==> config.mk <==
export PLATFORM = sky130hd
export DESIGN_NAME = bus_control_unit
export DESIGN_NICKNAME = d
export VERILOG_FILES = /design/src/rtl/cpu16_pkg.sv /design/src/rtl/bus_mux.sv /design/src/rtl/register_16bit.sv /design/src/rtl/bus_control_unit.sv
export SDC_FILE = /design/constraint.sdc
export NUM_CORES = 1
export LEC_CHECK = 0
export CAP_MARGIN = 20
export CORE_UTILIZATION = 29
export DETAILED_ROUTE_END_ITERATION = 7
export PLACE_DENSITY_LB_ADDON = 0.12
export RECOVER_POWER = 25
export SYNTH_ARGS = -nofsm -noshare
export SYNTH_HDL_FRONTEND = slang
export SYNTH_HIERARCHICAL = 1
export SYNTH_SLANG_ARGS = --single-unit
==> constraint.sdc <==
create_clock -name clk -period 11.15 [get_ports clk]
set_clock_uncertainty 0.15 [all_clocks]
set_input_delay 1.6725 -clock clk [delete_from_list [all_inputs] [get_ports clk]]
set_output_delay 1.6725 -clock clk [all_outputs]
set_load 0.01 [all_outputs]
==> src/rtl/cpu16_pkg.sv <==
// Shared definitions for the 16-bit bus CPU: data width, opcodes, control state encoding
// and the instruction field layout.
package cpu16_pkg;
  localparam int WIDTH = 16;

  localparam logic [2:0] OP_MV  = 3'b000;
  localparam logic [2:0] OP_MVI = 3'b001;
  localparam logic [2:0] OP_ADD = 3'b010;
  localparam logic [2:0] OP_SUB = 3'b011;

  localparam logic [1:0] T0 = 2'd0;
  localparam logic [1:0] T1 = 2'd1;
  localparam logic [1:0] T2 = 2'd2;
  localparam logic [1:0] T3 = 2'd3;

  typedef struct packed {
    logic [2:0] op;
    logic [2:0] rx;
    logic [2:0] ry;
  } instr_t;

  function automatic logic [7:0] onehot8(input logic [2:0] idx);
    return 8'b0000_0001 << idx;
  endfunction
endpackage

==> src/rtl/bus_mux.sv <==
// Combinational bus source select: one-hot sel over {din, G, R7..R0}; zero when nothing is selected.
module bus_mux #(
  parameter int WIDTH = 16,
  parameter int NREGS = 8
) (
  input  logic [NREGS*WIDTH-1:0] reg_q,
  input  logic [WIDTH-1:0]       g,
  input  logic [WIDTH-1:0]       din,
  input  logic [NREGS+1:0]       sel,
  output logic [WIDTH-1:0]       bus
);
  always_comb begin
    bus = '0;
    for (int i = 0; i < NREGS; i++) begin
      if (sel[i]) bus = bus | reg_q[i*WIDTH +: WIDTH];
    end
    if (sel[NREGS])   bus = bus | g;
    if (sel[NREGS+1]) bus = bus | din;
  end
endmodule

==> src/rtl/register_16bit.sv <==
// Load-enabled data register with synchronous active-high clear.
module register_16bit #(
  parameter int W = 16
) (
  input  logic         clk,
  input  logic         reset,
  input  logic         en,
  input  logic [W-1:0] d,
  output logic [W-1:0] q
);
  always_ff @(posedge clk) begin
    if (reset) q <= '0;
    else if (en) q <= d;
  end
endmodule

==> src/rtl/bus_control_unit.sv <==
// Control FSM and datapath front end for the 16-bit bus CPU: sequences one instruction
// through T0..T3, holds IR/A/G and the add/sub ALU, and drives the bus and GP load enables.
module bus_control_unit
  import cpu16_pkg::*;
#(
  parameter int WIDTH = cpu16_pkg::WIDTH,
  parameter int NREGS = 8
) (
  input  logic                   clk,
  input  logic                   reset,
  input  logic                   run,
  input  logic [8:0]             instr,
  input  logic [WIDTH-1:0]       din,
  input  logic [NREGS*WIDTH-1:0] reg_q,
  output logic [WIDTH-1:0]       buswires,
  output logic [NREGS-1:0]       rin,
  output logic                   done
);
  logic [1:0]       state;
  logic [1:0]       state_nxt;
  logic [8:0]       ir_q;
  instr_t           ir;
  logic [WIDTH-1:0] a_q;
  logic [WIDTH-1:0] g_q;
  logic [WIDTH-1:0] alu;
  logic [NREGS+1:0] sel;
  logic             ir_in;
  logic             a_in;
  logic             g_in;

  assign ir  = ir_q;
  assign alu = (ir.op == OP_SUB) ? a_q - buswires : a_q + buswires;

  register_16bit #(.W(9))     u_ir (.clk(clk), .reset(reset), .en(ir_in), .d(instr),    .q(ir_q));
  register_16bit #(.W(WIDTH)) u_a  (.clk(clk), .reset(reset), .en(a_in),  .d(buswires), .q(a_q));
  register_16bit #(.W(WIDTH)) u_g  (.clk(clk), .reset(reset), .en(g_in),  .d(alu),      .q(g_q));

  bus_mux #(.WIDTH(WIDTH), .NREGS(NREGS)) u_mux (
    .reg_q(reg_q),
    .g    (g_q),
    .din  (din),
    .sel  (sel),
    .bus  (buswires)
  );

  always_comb begin
    state_nxt = state;
    sel       = '0;
    rin       = '0;
    done      = 1'b0;
    ir_in     = 1'b0;
    a_in      = 1'b0;
    g_in      = 1'b0;
    case (state)
      T0: begin
        ir_in     = run;
        state_nxt = run ? T1 : T0;
      end
      T1: begin
        state_nxt = T0;
        case (ir.op)
          OP_MV: begin
            sel  = {2'b00, onehot8(ir.ry)};
            rin  = onehot8(ir.rx);
            done = 1'b1;
          end
          OP_MVI: begin
            sel  = {2'b10, 8'h00};
            rin  = onehot8(ir.rx);
            done = 1'b1;
          end
          OP_ADD, OP_SUB: begin
            sel       = {2'b00, onehot8(ir.rx)};
            a_in      = 1'b1;
            state_nxt = T2;
          end
          default: done = 1'b1;
        endcase
      end
      T2: begin
        sel       = {2'b00, onehot8(ir.ry)};
        g_in      = 1'b1;
        state_nxt = T3;
      end
      default: begin
        sel       = {2'b01, 8'h00};
        rin       = onehot8(ir.rx);
        done      = 1'b1;
        state_nxt = T0;
      end
    endcase
    // Reset silences every output so an aborted instruction never writes its target.
    if (reset) begin
      sel       = '0;
      rin       = '0;
      done      = 1'b0;
      ir_in     = 1'b0;
      a_in      = 1'b0;
      g_in      = 1'b0;
      state_nxt = T0;
    end
  end

  always_ff @(posedge clk) begin
    if (reset) state <= T0;
    else       state <= state_nxt;
  end
endmodule
## Word-level counts from Yosys, hierarchy flattened

Index checks and enable logic that the tools add are counted.
W data, S select, Z words.

| storage, ports and cells | value |
|---|---|
| register bits | 43 |
| latch bits | 0 |
| memory bits (writable) | 0 |
| bits in read-only memories | 0 |
| bits of input ports | 156 |
| output and inout port bits | 25 |
| memories | 0 |

| operators by class | value |
|---|---|
| add/sub/neg operators | 2 |
| multiply operators | 0 |
| divide/modulo/power cells | 0 |
| magnitude comparators | 0 |
| equal/unequal tests | 5 |
| shift operators | 2 |
| muxes and demuxes | 30 |
| bitwise operators | 9 |
| reductions and logical operators | 5 |

Operators by type and width:

| operator | count |
|---|---|
| $mux W16 | 11 |
| $or A16 B16 Y16 | 9 |
| $pmux W10 S3 | 2 |
| $add A16 B16 Y16 | 1 |
| $mux W8 | 2 |
| $pmux W8 S2 | 1 |
| $shl A1 B3 Y8 const A | 2 |
| $sub A16 B16 Y16 | 1 |
| $mux W1 | 10 |
| $mux W10 | 1 |
| $eq A3 B2 Y1 const B | 2 |
| $pmux W2 S3 | 1 |
| $reduce_or A2 Y1 | 3 |
| $eq A3 B1 Y1 const B | 1 |
| $logic_not A3 Y1 | 1 |
| $eq A2 B1 Y1 const B | 1 |
| $eq A2 B2 Y1 const B | 1 |
| $logic_not A2 Y1 | 1 |
| $mux W2 | 1 |
| $pmux W1 S2 | 1 |

## Logic depth before layout (Yosys ltp)

| logic depth | value |
|---|---|
| word-level depth | 26 |
| gate-level depth with buffers | 23 |
| gate-level depth less buffers | 22 |

## Cells and area by module

Netlist, hierarchy kept.

Modules (own cells, without submodules):

| module | instances | cells an instance | area an instance (µm²) |
|---|---|---|---|
| bus_control_unit | 1 | 211 | 1,460.2 |
| register_16bit (u_a ...) | 2 | 52 | 580.6 |
| bus_mux | 1 | 116 | 932.1 |
| register_16bit (u_ir) | 1 | 29 | 319.1 |

## Worst setup path before layout

No wires, ideal clock.

| timing | value |
|---|---|
| path kind | in2reg |
| start | input reset |
| end | register u_g.q[15] |
| library setup time | 0.122 ns |
| arrival | 5.371 ns |
| required time | 10.878 ns |
| setup slack | 5.507 ns |
| cell stages on the path | 20 |
| path buffers | 3 |
| cells stage by stage | clkbuf_1 > a21o_1 > nor2_1 > buf_6 > buf_8 > a22o_1 > a221oi_2 > nand4_1 > or4_4 > nor2_1 > a21oi_1 > xnor2_1 > ha_1 > a21o_1 > a21o_1 > a221oi_1 > nand2_1 > xnor2_1 > mux2i_1 > nor2_1 |

RTL lines:

| what | line | text |
|---|---|---|
| start, declared | bus_control_unit.sv:10 | `input logic reset,` |
| $mux W10 (*) | bus_control_unit.sv:93 | `if (reset) begin` |
| net sel[1] | bus_control_unit.sv:26 | `logic [NREGS+1:0] sel;` |
| $mux W16 (*) | bus_mux.sv:15 | `if (sel[i]) bus = bus \| reg_q[i*WIDTH +: WIDTH];` |
| $or A16 B16 Y16 | bus_mux.sv:15 |  |
| $mux W16 (*) | bus_mux.sv:15 |  |
| $or A16 B16 Y16 | bus_mux.sv:15 |  |
| $mux W16 (*) | bus_mux.sv:15 |  |
| $or A16 B16 Y16 | bus_mux.sv:15 |  |
| (+7 left out) | -- |  |
| $or A16 B16 Y16 | bus_mux.sv:17 | `if (sel[NREGS]) bus = bus \| g;` |
| $mux W16 (*) | bus_mux.sv:17 |  |
| $or A16 B16 Y16 | bus_mux.sv:18 | `if (sel[NREGS+1]) bus = bus \| din;` |
| $mux W16 (*) | bus_mux.sv:18 |  |
| net buswires[7] | bus_control_unit.sv:15 | `output logic [WIDTH-1:0] buswires,` |
| $add A16 B16 Y16 or $sub A16 B16 Y16 (tied branches) | bus_control_unit.sv:32 | `assign alu = (ir.op == OP_SUB) ? a_q - buswires : a_q + buswires;` |
| $mux W16 (*) | bus_control_unit.sv:32 |  |
| net alu[15] | bus_control_unit.sv:25 | `logic [WIDTH-1:0] alu;` |
| end signal, assigned | register_16bit.sv:12 | `if (reset) q <= '0;` |
| end signal, assigned | register_16bit.sv:13 | `else if (en) q <= d;` |
| end, declared | register_16bit.sv:9 | `output logic [W-1:0] q` |

The timed path passes the listed nets; every way through them passes the cells marked *.
A chain may end at the register's enable or synchronous reset.

## Worst setup path in the final report

| timing | value |
|---|---|
| start | input reset |
| end | register u_g.q[14] |

RTL lines:

| what | line |
|---|---|
| $mux W10 (*) | bus_control_unit.sv:93 |
| net sel[8] | bus_control_unit.sv:26 |
| $mux W16 (*) | bus_mux.sv:17 |
| $or A16 B16 Y16 | bus_mux.sv:18 |
| $mux W16 (*) | bus_mux.sv:18 |
| $add A16 B16 Y16 or $sub A16 B16 Y16 (tied branches) | bus_control_unit.sv:32 |
| $mux W16 (*) | bus_control_unit.sv:32 |
| net alu[14] | bus_control_unit.sv:25 |

Marked as above.

==> flow_metrics.tcl <==
set metrics [dict create \
    finalWorstSetupSlack_ns 3.31 \
    cts_tree "built" \
    synthArstFlopShare_pct 0 \
    ys_types 57 \
    ys_warn_count 6 \
    cp.required_ns 11.09 \
    via_per_inst 5.33 \
    setup_violations 0 \
    htreeDepth 2 \
    vias 4245 \
    synth-seq-area-share_pct 22.2 \
    switchingPower_uw 183 \
    antenna_found_initial 0 \
    syn_nets 633 \
    routabilityCongestion 0.834 \
    p_int_uw 366 \
    fill_cells 1280 \
    rows 41 \
    sw_frac_of_total_pct 33.3 \
    cp_data_arrival_time_ns 7.78 \
    dr.pass1.iters 4 \
    grt_max_degree 51 \
    clock-sinks 43 \
    syn_area_per_cell_um2 8.42 \
    die_area_um2 13800 \
    drcViolationCount 0 \
    antennaDiodeCount 0 \
    r2r_start "state[1]" \
    multi_input_area_um2 2720 \
    synth_edf_count 0 \
    area_growth_pct 51.9 \
    grt_pass1_wl_um 24100 \
    ys_ff_latch 43 \
    postCtsSetupRepairBufs 0 \
    dieWidth_um 118 \
    whs_ns 0.356 \
    worstSkewPairLatency_ns 0.29 \
    power_frac_comb_pct 43.5 \
    drv_slew 51 \
    power_density_nw_per_um2 93.5 \
    cts_root_buf "clkbuf_16" \
    relSlewSlack_pct -52.0 \
    cp_max_fo 50 \
    pwr-share-clk_pct 27.5 \
    cts_repair_resize_count 0 \
    power.leakage_uw 0.00208 \
    final_common_cell "clkdlybuf4s50_1" \
    setup.worst_path.start "reset" \
    slowest_stage "clkbuf_1" \
    drt_wl_total_um 15500 \
    crit_chain "clkbuf_1, nor2b_1, and2_0, a221oi_1, nand4_1, nor3_1, and3b_1, a21oi_1, xnor2_1, ha_1, nand4_1, o31ai_1, a311o_1, nand3_1, mux2i_1, nor2_1" \
    hold_path.class "reg2reg" \
    synth_area_um2 3870 \
    rsz0062_at_grt "no" \
    startpoint_type "input port" \
    cts_buffer_depth 2 \
    clk_pin_slew_worst_paths_ns 0.07 \
    post_drt_wl_per_cell_um 19.5 \
    grt_overflow_total 0 \
    postCtsHoldBufs 0 \
    hpwl_um 12200 \
    final_layout_size_suffix_gt1_share_pct 5.61 \
    die_h_um 118 \
    hold_violations 0 \
    path_common_cell "nand4_1" \
    worst-slew-pin-transition_ns 2.28 \
    slowest_delay_ns 1.60 \
    floorplan.initialDensity_pct 30.2 \
    ios 181 \
    irDropWorstVdd_v 0.0000653 \
    port_buffers 180 \
    violations "capacitance limit, slew limit" \
    cts_buffers 5 \
    first_global_vias 4302 \
    seq_power_share_pct 29.0 \
    rr_worst_depth 20 \
    finalNetCount 796 \
    min_period_ns 7.84 \
    period_share_pct 70.4 \
    maxCapViolations 1 \
    core_area_um2 12800 \
    hold-path-cell-count 2 \
    seqCellArea_um2 861 \
    ys.flop_type "dfxtp_1" \
    synth_cells 460 \
    track_usage_pct 22.4 \
    postRouteAntennaNets 0 \
    critical_path_class "in2reg" \
    pre_cts_ws_ns 4.10 \
    min-delay-start "u_a/q[0]" \
    crit_path_end_kind "flip-flop" \
    final_cell_mix "179 x clkdlybuf4s50_1, 70 x nor2_1, 52 x a22oi_1" \
    tns_ns 0 \
    max_freq_mhz 127 \
    drt_iter0_markers 239 \
    status "complete, but fails checks" \
]
-- per-layer routing --
metal / global-route usage (%) / routed length [µm]
met4: 6.25 / 206
met1: 26.7 / 6490
met5: 0 / 0
met3: 2.91 / 715
met2: 41.6 / 8120
-- path summary, 6_finish.rpt --
kind,to,slack (ns)
max reg2reg,u_g/q[14],5.65
min,u_a/q[0],0.36
min reg2reg,u_a/q[0],0.36
max,u_g/q[14],3.31
-- Yosys cell counts, types with 2 or more instances --
library cell / instances / share of area (%)
buf_4: 2 / 0.39
clkbuf_1: 10 / 0.97
nand2b_1: 6 / 0.97
a221oi_2: 10 / 3.9
o31ai_1: 2 / 0.39
xor2_1: 8 / 1.8
or2_1: 2 / 0.32
buf_2: 9 / 1.2
nand3b_1: 3 / 0.58
nor2b_1: 9 / 1.5
inv_1: 11 / 1.1
a31oi_1: 4 / 0.65
dfxtp_1: 43 / 22
and2_1: 2 / 0.32
buf_6: 6 / 1.7
nor2_1: 72 / 7.0
and3b_1: 2 / 0.45
nand2_1: 8 / 0.78
a21oi_1: 20 / 2.6
a21o_1: 6 / 1.2
mux2i_1: 42 / 11
a221oi_1: 9 / 2.0
ha_1: 16 / 5.2
nand4_1: 18 / 2.9
buf_1: 3 / 0.29
a22o_1: 15 / 3.4
o21ai_1: 4 / 0.52
clkbuf_2: 2 / 0.26
and3_1: 2 / 0.32
nor3_1: 9 / 1.2
buf_12: 2 / 1.0
o21bai_1: 2 / 0.39
a22oi_1: 52 / 10
nand3_1: 8 / 1.0
xnor2_1: 17 / 3.8
a211oi_1: 2 / 0.39
o21ai_0: 2 / 0.26
-- power groups by stage --
stage / combinational [µW] / clock, µW / sequential [µW]
after floorplan: 144 / 0 / 161
after global placement: 236 / 0 / 163
after detailed placement: 238 / 0 / 163
after CTS: 240 / 157 / 160
after global routing: 261 / 165 / 160
final: 239 / 151 / 160
-- cell families (layout without fill, tap and decap cells) --
kind of cell	after synthesis	in the layout	synth area share [%]
buf+inv	47	211	7.40
compound gates	138	138	28.2
xor+xnor	27	27	6.79
fa+ha+maj	17	17	5.69
flops	43	43	22.2
simple gates	146	146	18.8
mux	42	42	10.9
-- worst max-delay path, delay by kind of cell --
kind / cells / cell delay [ns]
simple gates: 8 / 2.48
fa+ha+maj: 1 / 0.39
xor+xnor: 1 / 0.15
compound gates: 4 / 1.34
buf+inv: 1 / 1.60
mux: 1 / 0.14
-- area by class of cell --
cell class                      instances  share of cell area (%)
Clock buffer                            5                    2.13
Clock inverter                          3                   0.404
Inverter                               12                   0.766
Multi-Input combinational cell        370                    46.2
Sequential cell                        43                    14.6
Tap cell                              172                    3.66
Timing Repair Buffer                  191                    32.2
-- flip-flops by register name (all words and copies together), names as in the netlist --
name	count
state	2
u_ir/q	9
u_g/q	16
u_a/q	16
-- metrics by stage --
| step | util, % | instances | instance area (µm²) | power, µW |
|---|---|---|---|---|
| finish | 45.9 | 796 | 5880 | 550 |
| floorplan | - | 460 | 3870 | 305 |
| global route | 45.9 | 796 | 5880 | 586 |
| global placement | 44.7 | 787 | 5730 | 399 |
| CTS | 46.0 | 796 | 5910 | 556 |
| detailed placement | 44.9 | 788 | 5760 | 401 |
(Power assumes the default switching activity.)
